File: config.mk
export PLATFORM = sky130hd
export DESIGN_NAME = rr_sel_sched16
export DESIGN_NICKNAME = d
export VERILOG_FILES = /design/src/rtl/rr_sel_sched16.sv
export SDC_FILE = /design/constraint.sdc
export NUM_CORES = 1
export LEC_CHECK = 0
export CORE_UTILIZATION = 30
export DETAILED_ROUTE_END_ITERATION = 12
export SLEW_MARGIN = 20
export SYNTH_ARGS = -nofsm -noshare
export SYNTH_HDL_FRONTEND = slang
export SYNTH_SLANG_ARGS = --single-unit
export TNS_END_PERCENT = 50
File: constraint.sdc
create_clock -name clk -period 5.9 [get_ports clk]
set_input_delay 1.18 -clock clk [delete_from_list [all_inputs] [get_ports clk]]
set_output_delay 1.18 -clock clk [all_outputs]
set_load 0.02 [all_outputs]
File: src/rtl/rr_sel_sched16.sv
// Round-robin scheduler that grants one of 16 requesters the shared one-hot select path.
// A grant is held until done or until the hold timeout, then a one-cycle release gap follows.
module rr_sel_sched16 #(
    parameter int HOLD_MAX = 8
) (
    input  logic        clk,
    input  logic        rst,
    input  logic [15:0] req,
    input  logic        done,
    output logic        grant_vld,
    output logic [3:0]  grant_idx,
    output logic [15:0] grant_onehot,
    output logic        timeout,
    output logic        busy
);

    typedef enum logic [1:0] {IDLE, GRANT, RELEASE} state_t;

    localparam logic [7:0] HOLD_LAST = 8'(HOLD_MAX - 1);

    state_t      state, state_d;
    logic [3:0]  ptr, ptr_d;
    logic [7:0]  hold_cnt, hold_d;
    logic [3:0]  idx_d;
    logic [3:0]  win;
    logic        vld_d, to_d, busy_d;
    logic [15:0] oh_d;

    // Scan downward in offset so the set bit nearest to ptr is the last one written.
    always_comb begin
        win = 4'd0;
        for (int k = 15; k >= 0; k--) begin
            if (req[ptr + 4'(k)]) win = ptr + 4'(k);
        end
    end

    always_ff @(posedge clk) begin
        if (rst) begin
            state        <= IDLE;
            ptr          <= 4'd0;
            hold_cnt     <= 8'd0;
            grant_idx    <= 4'd0;
            grant_vld    <= 1'b0;
            grant_onehot <= 16'h0000;
            timeout      <= 1'b0;
            busy         <= 1'b0;
        end else begin
            state        <= state_d;
            ptr          <= ptr_d;
            hold_cnt     <= hold_d;
            grant_idx    <= idx_d;
            grant_vld    <= vld_d;
            grant_onehot <= oh_d;
            timeout      <= to_d;
            busy         <= busy_d;
        end
    end

    always_comb begin
        state_d = state;
        ptr_d   = ptr;
        hold_d  = hold_cnt;
        idx_d   = grant_idx;
        case (state)
            IDLE: begin
                if (|req) begin
                    state_d = GRANT;
                    idx_d   = win;
                    hold_d  = 8'd0;
                end
            end
            GRANT: begin
                hold_d = hold_cnt + 8'd1;
                if (done || hold_cnt == HOLD_LAST) begin
                    state_d = RELEASE;
                    ptr_d   = grant_idx + 4'd1;
                end
            end
            RELEASE: state_d = IDLE;
            default: state_d = IDLE;
        endcase
    end

    // Done takes precedence over the hold limit, so the pulse needs !done.
    always_comb begin
        vld_d  = (state_d == GRANT);
        oh_d   = vld_d ? (16'h0001 << idx_d) : 16'h0000;
        to_d   = (state == GRANT) && !done && (hold_cnt == HOLD_LAST);
        busy_d = (state_d != IDLE);
    end

endmodule

; Yosys cells after proc, flatten, opt, wreduce, memory -nomap -nowiden
; Index checks and enable logic that the tools add are counted.
[totals]
regBits = 37
inputBits = 19
out_inout_bits = 23
elab_cells = 113
[op_classes]
add_sub_neg = 17
order_cmp = 16
n_eq_ne = 4
shift = 1
n_mux = 55
bitwise = 1
reduce_logical = 11
[op_table]
columns = cell, n
row1 = less-than comparator 4 x 5 -> 1 bit (second input constant), 16
row2 = 2-to-1 mux 4 bit, 18
row3 = binary-select mux 1 bit (select 4 bit), 16
row4 = adder 4 bit (second input constant), 8
row5 = adder 4 x 3 -> 4 bit (second input constant), 4
row6 = 2-to-1 mux 1 bit, 16
row7 = one-hot mux 8 bit (2 select lines), 1
row8 = OR reduction 16 bit, 1
row9 = << shifter 1 x 4 -> 16 bit (first input constant), 1
row10 = adder 4 x 1 -> 4 bit (second input constant), 2
row11 = adder 4 x 2 -> 4 bit (second input constant), 2
row12 = adder 8 x 1 -> 8 bit (second input constant), 1
row13 = equality test 8 x 3 -> 1 bit (second input constant), 1
row14 = 2-to-1 mux 8 bit, 1
row15 = equality test 2 x 1 -> 1 bit (second input constant), 2
row16 = 2-to-1 mux 2 bit, 2
row17 = one-hot mux 2 bit (2 select lines), 1
row18 = AND reduction 2 bit, 2
row19 = nonzero test 2 bit, 2
row20 = logical AND 1 bit, 2
row21 = zero test 2 bit, 1
row22 = != test 2 bit (second input constant), 1
row23 = OR reduction 2 bit, 1
row24 = zero test 1 bit, 1
row25 = 2 further kinds, 2

; Logic depth before layout (Yosys ltp)
[depth]
word_depth = 22
mapped_depth = 19
ltp_nobuf = 11

; Worst setup path after synthesis
; Ideal clock, no wire load.
[synth_path]
path_type = flip-flop to flip-flop
start = register ptr[1]
end = register grant_onehot[11]
setup_ns = 0.084
arrival_time_ns = 4.155
required_time_ns = 5.816
slack_ns = 1.662
path_stages_with_launch = 17
n_path_buf = 6
period_less_slack_ns = 4.238
cell_sequence = dfxtp_1 -> buf_6 -> buf_2 -> clkbuf_1 -> inv_1 -> ha_1 -> buf_4 -> buf_2 -> buf_2 -> mux2_2 -> o31a_1 -> nand3_1 -> a21oi_1 -> o311ai_1 -> a211oi_1 -> or4_4 -> nor3_1
[synth_between]
elab_chain_len = 22
elab_cells_between_ends = 66
classes_between = add/sub: 15 / shift: 1 / mux: 50
[synth_rtl]
columns = element, line_no
row1 = from (decl), 22  ; logic [3:0] ptr, ptr_d;
row2 = from (signal assigned), 49  ; ptr <= ptr_d;
row3 = adder 4 bit, 33  ; if (req[ptr + 4'(k)]) win = ptr + 4'(k);
row4 = binary-select mux 1 bit (select 4 bit), 33
row5 = 2-to-1 mux 1 bit (implied by the code), 33
row6 = 2-to-1 mux 4 bit (15 in a row), 33
row7 = 2-to-1 mux 4 bit *, 33
row8 = 2-to-1 mux 4 bit *, 66  ; if (|req) begin
row9 = 2-to-1 mux 4 bit *, 64  ; case (state)
row10 = << shifter 1 x 4 -> 16 bit *, 87  ; oh_d = vld_d ? (16'h0001 << idx_d) : 16'h0000;
row11 = to (signal assigned), 53  ; grant_onehot <= oh_d;
row12 = to (decl), 12  ; output logic [15:0] grant_onehot,
; Mark *: on every way between the ends. The rest lies on a longest branch, timed or not. The select of a mux whose other input is x is not followed.
; A chain may end at the register's enable or synchronous reset.

; Final worst setup path
[layout_path]
start = register ptr[0]
end = register grant_onehot[3]
; The elaborated chain is that of the path after synthesis.

==> impl_metrics.json <==
{
  "status": "completed",
  "rows": 42,
  "clockBufferDepth": 2,
  "clock.fmax_mhz": 199,
  "core_area_um2": 13200,
  "part_of_the_yosys_area_used_for_sequential_elements": 0.182,
  "synth_nets": 474,
  "hold_path_class": "flop to flop",
  "cp_num_buf_inv": 3,
  "reg_clk_slew_reported_paths_ps": 60,
  "slew_headroom": 0.228,
  "number_of_global_route_vias_before_repair": 3732,
  "grt_util_all_layers": 0.181,
  "drv.max_cap_violation_count": 0,
  "floorplan.die.height_um": 118,
  "viasPerCell": 6.03,
  "total_wirelength_um": 12800,
  "finalCritPeriodShare": 0.852,
  "drt.antenna.violating_nets": 0,
  "pin_count_of_the_biggest_net_entering_global_routing": 50,
  "crit_chain": "inv_1 -> buf_4 -> ha_1 -> buf_4 -> nor2b_1 -> a2111oi_0 -> a2111oi_2 -> or2_0 -> nor3b_1 -> a31oi_1 -> a31oi_1 -> a41oi_1 -> nor3_1",
  "routabilityCongestion": 0.923,
  "design.die.area_um2": 14000,
  "antenna-diode-count": 0,
  "tightest_slew_ps": 1160,
  "die_width_um": 118,
  "power_frac_seq": 0.222,
  "p_sw_uw": 487,
  "synth-warning-count": 0,
  "io_buffers": 41,
  "setup.worst_path.start_class": "flop",
  "placement.setup.worst_slack_ps": 855,
  "ir_drop_mv": 0.132,
  "leakage_nw": 1.61,
  "post-layout-total-power_mw": 1.24,
  "grt_pass1_wl_um": 20100,
  "mappedNetlistArea_um2": 4070,
  "swShare": 0.394,
  "detail_route.wl_per_cell_um": 19.8,
  "postSynthRegisterBits": 37,
  "number_of_cts_inserted_buffers": 5,
  "part_of_the_total_power_dissipated_in_the_clock_network": 0.281,
  "timing.final.ws_setup_ps": 873,
  "detailedRoute.firstPassIterationCount": 6,
  "cts_setup_buffers": 0,
  "layout-area-overhead-vs-synth_pct": 17.7,
  "critPathArrivalTime_ps": 5150,
  "htree_num_levels": 2,
  "power_density_nw_per_um2": 258,
  "gate_power_share": 0.497,
  "finalHoldViolCount": 0,
  "worst_setup_path_end_kind": "flop",
  "synth_top_area_share": 0.182,
  "layout.cell_area.non_filler_um2": 4790,
  "post-dp-hpwl_um": 9610,
  "synth_area_leader_cell": "dfxtp_1",
  "synth-edff-count": 0,
  "drc": 0,
  "ys_top_cells_by_count": "37 x dfxtp_1, 37 x nor2_1, 31 x mux2i_1",
  "global_route.overflow_total": 0,
  "cts_tree": "done",
  "layout-drive-gt1-share": 0.150,
  "synth_top_family_by_area": "multiplexers",
  "highest_delay_cell_along_the_critical_path": "ha_1",
  "internal_power_component_uw": 749,
  "slew_viol_final": 0,
  "rsz_0062_raised_after_global_routing": "no",
  "cts_resized": 0,
  "yosys_most_used_dff": "dfxtp_1",
  "floorplan.initialDensity": 0.307,
  "nNetsFinal": 500,
  "synth_compound_gate_area_share": 0.207,
  "critical_setup_path_kind": "flop to flop",
  "yosys.area_share.xor_xnor": 0.0486,
  "worstPathMaxFanout": 28,
  "yosysUniqueCellTypes": 74,
  "clock_latency_ps": 280,
  "synth_simple_gate_area_frac": 0.187,
  "path_delay_family": "compound AO/OA/AOI/OAI gates",
  "dpl-instance-area_um2": 4590,
  "finalSetupViolCount": 0,
  "postCtsHoldBufs": 0,
  "rrSetupSlack_ps": 870,
  "synthCells": 446,
  "cts.sink_count": 37,
  "synthArstFlopShare": 0,
  "worst_clock_skew_ps": 4.30,
  "crit_required_ps": 6020,
  "synth-adder-area-share": 0.0277,
  "multiplexer_share_of_the_synthesized_area": 0.295,
  "timing.setup.tns_ps": 0,
  "timing.hold.ws_ps": 490,
  "slowest_delay_ps": 1020,
  "antenna_found_initial": 0,
  "drt_iter0_markers": 349,
  "top_level_ports": 42,
  "num_vias": 3912,
  "ys_top_cells_by_area": "dfxtp_1 18%, mux4_2 13%, mux2i_1 7.6%",
  "avgSynthCellArea_um2": 9.13,
  "clock_tree.root_cell": "clkbuf_16",
  "layout_min_cycle_time_ps": 5030
}
metrics by stage:
step | cells | util
after floorplan | 446 | -
after detailed placement | 641 | 0.347
final | 649 | 0.362
after global routing | 649 | 0.362
after CTS | 649 | 0.361
after global placement | 641 | 0.347
final cells by class:
class,count,area [um2]
clock inverter,3,68.8
sequential,37,742
tap,176,220
timing repair buffer,50,478
inverter,10,37.5
clock buffer,5,125
multi-input combinational,368,3120
fill,1359,8450
flip-flops by register name, indices dropped and copies added (netlist names):
register      flops
grant_idx         4
state             2
hold_cnt          8
timeout           1
grant_vld         1
ptr               4
grant_onehot     16
busy              1
worst register-to-register path, delay by kind of cell, from the launching register on:
family	cells	cell delay (ps)
AND/OR/NAND/NOR	4	840
adder cells (fa/ha/maj)	1	1020
AO/OA/AOI/OAI	5	2080
flip-flops	1	320
buffers and inverters	3	610
kinds of logic after synthesis:
family,after synthesis
buffers and inverters,41
DFF,37
xor gates and xnor gates,20
adders and majority gates,9
and+or+nand+nor,151
muxes,76
AOI/OAI and AO/OA,112
power by group through the flow:
stage	combinational, mW	sequential, mW	clock, mW
after CTS	0.599	0.274	0.353
after floorplan	0.432	0.290	0
after global placement	0.594	0.280	0
final	0.615	0.274	0.348
after detailed placement	0.596	0.280	0
after global routing	0.658	0.276	0.363
final timing paths:
| path | from | end | depth (start not counted) |
|---|---|---|---|
| max | ptr[0] | grant_onehot[3] | 13 |
| max reg2reg | ptr[0] | grant_onehot[3] | 13 |
| min | hold_cnt[7] | hold_cnt[7] | 2 |
| min reg2reg | hold_cnt[7] | hold_cnt[7] | 2 |
layout by cell type, fill, tap and decap left out, drive strengths merged, types with 8 or more instances in the layout:
master / synthesis / final
a21oi: 19 / 19
xor2: 8 / 8
xnor2: 12 / 12
nor3: 24 / 24
nand3: 12 / 12
mux4: 30 / 30
nor2b: 9 / 9
ha: 9 / 9
a31oi: 9 / 9
o21ai: 18 / 18
dfxtp: 37 / 37
nor4: 9 / 9
mux2: 12 / 12
a211oi: 9 / 9
mux2i: 34 / 34
nor2: 38 / 38
nand2: 27 / 27
inv: 9 / 10
a2111oi: 12 / 12
clkdlybuf4s50: 0 / 41
buf: 17 / 9
per-layer routing:
layer / share of wire / GRT usage / vias up
li1: - / - / 1796
met1: 0.43 / 0.234 / 1882
met2: 0.47 / 0.296 / 190
met3: 0.061 / 0.0285 / 44
met4: 0.045 / 0.0854 / 0
met5: 0 / 0 / -
Power figures use the tool's default switching activity.
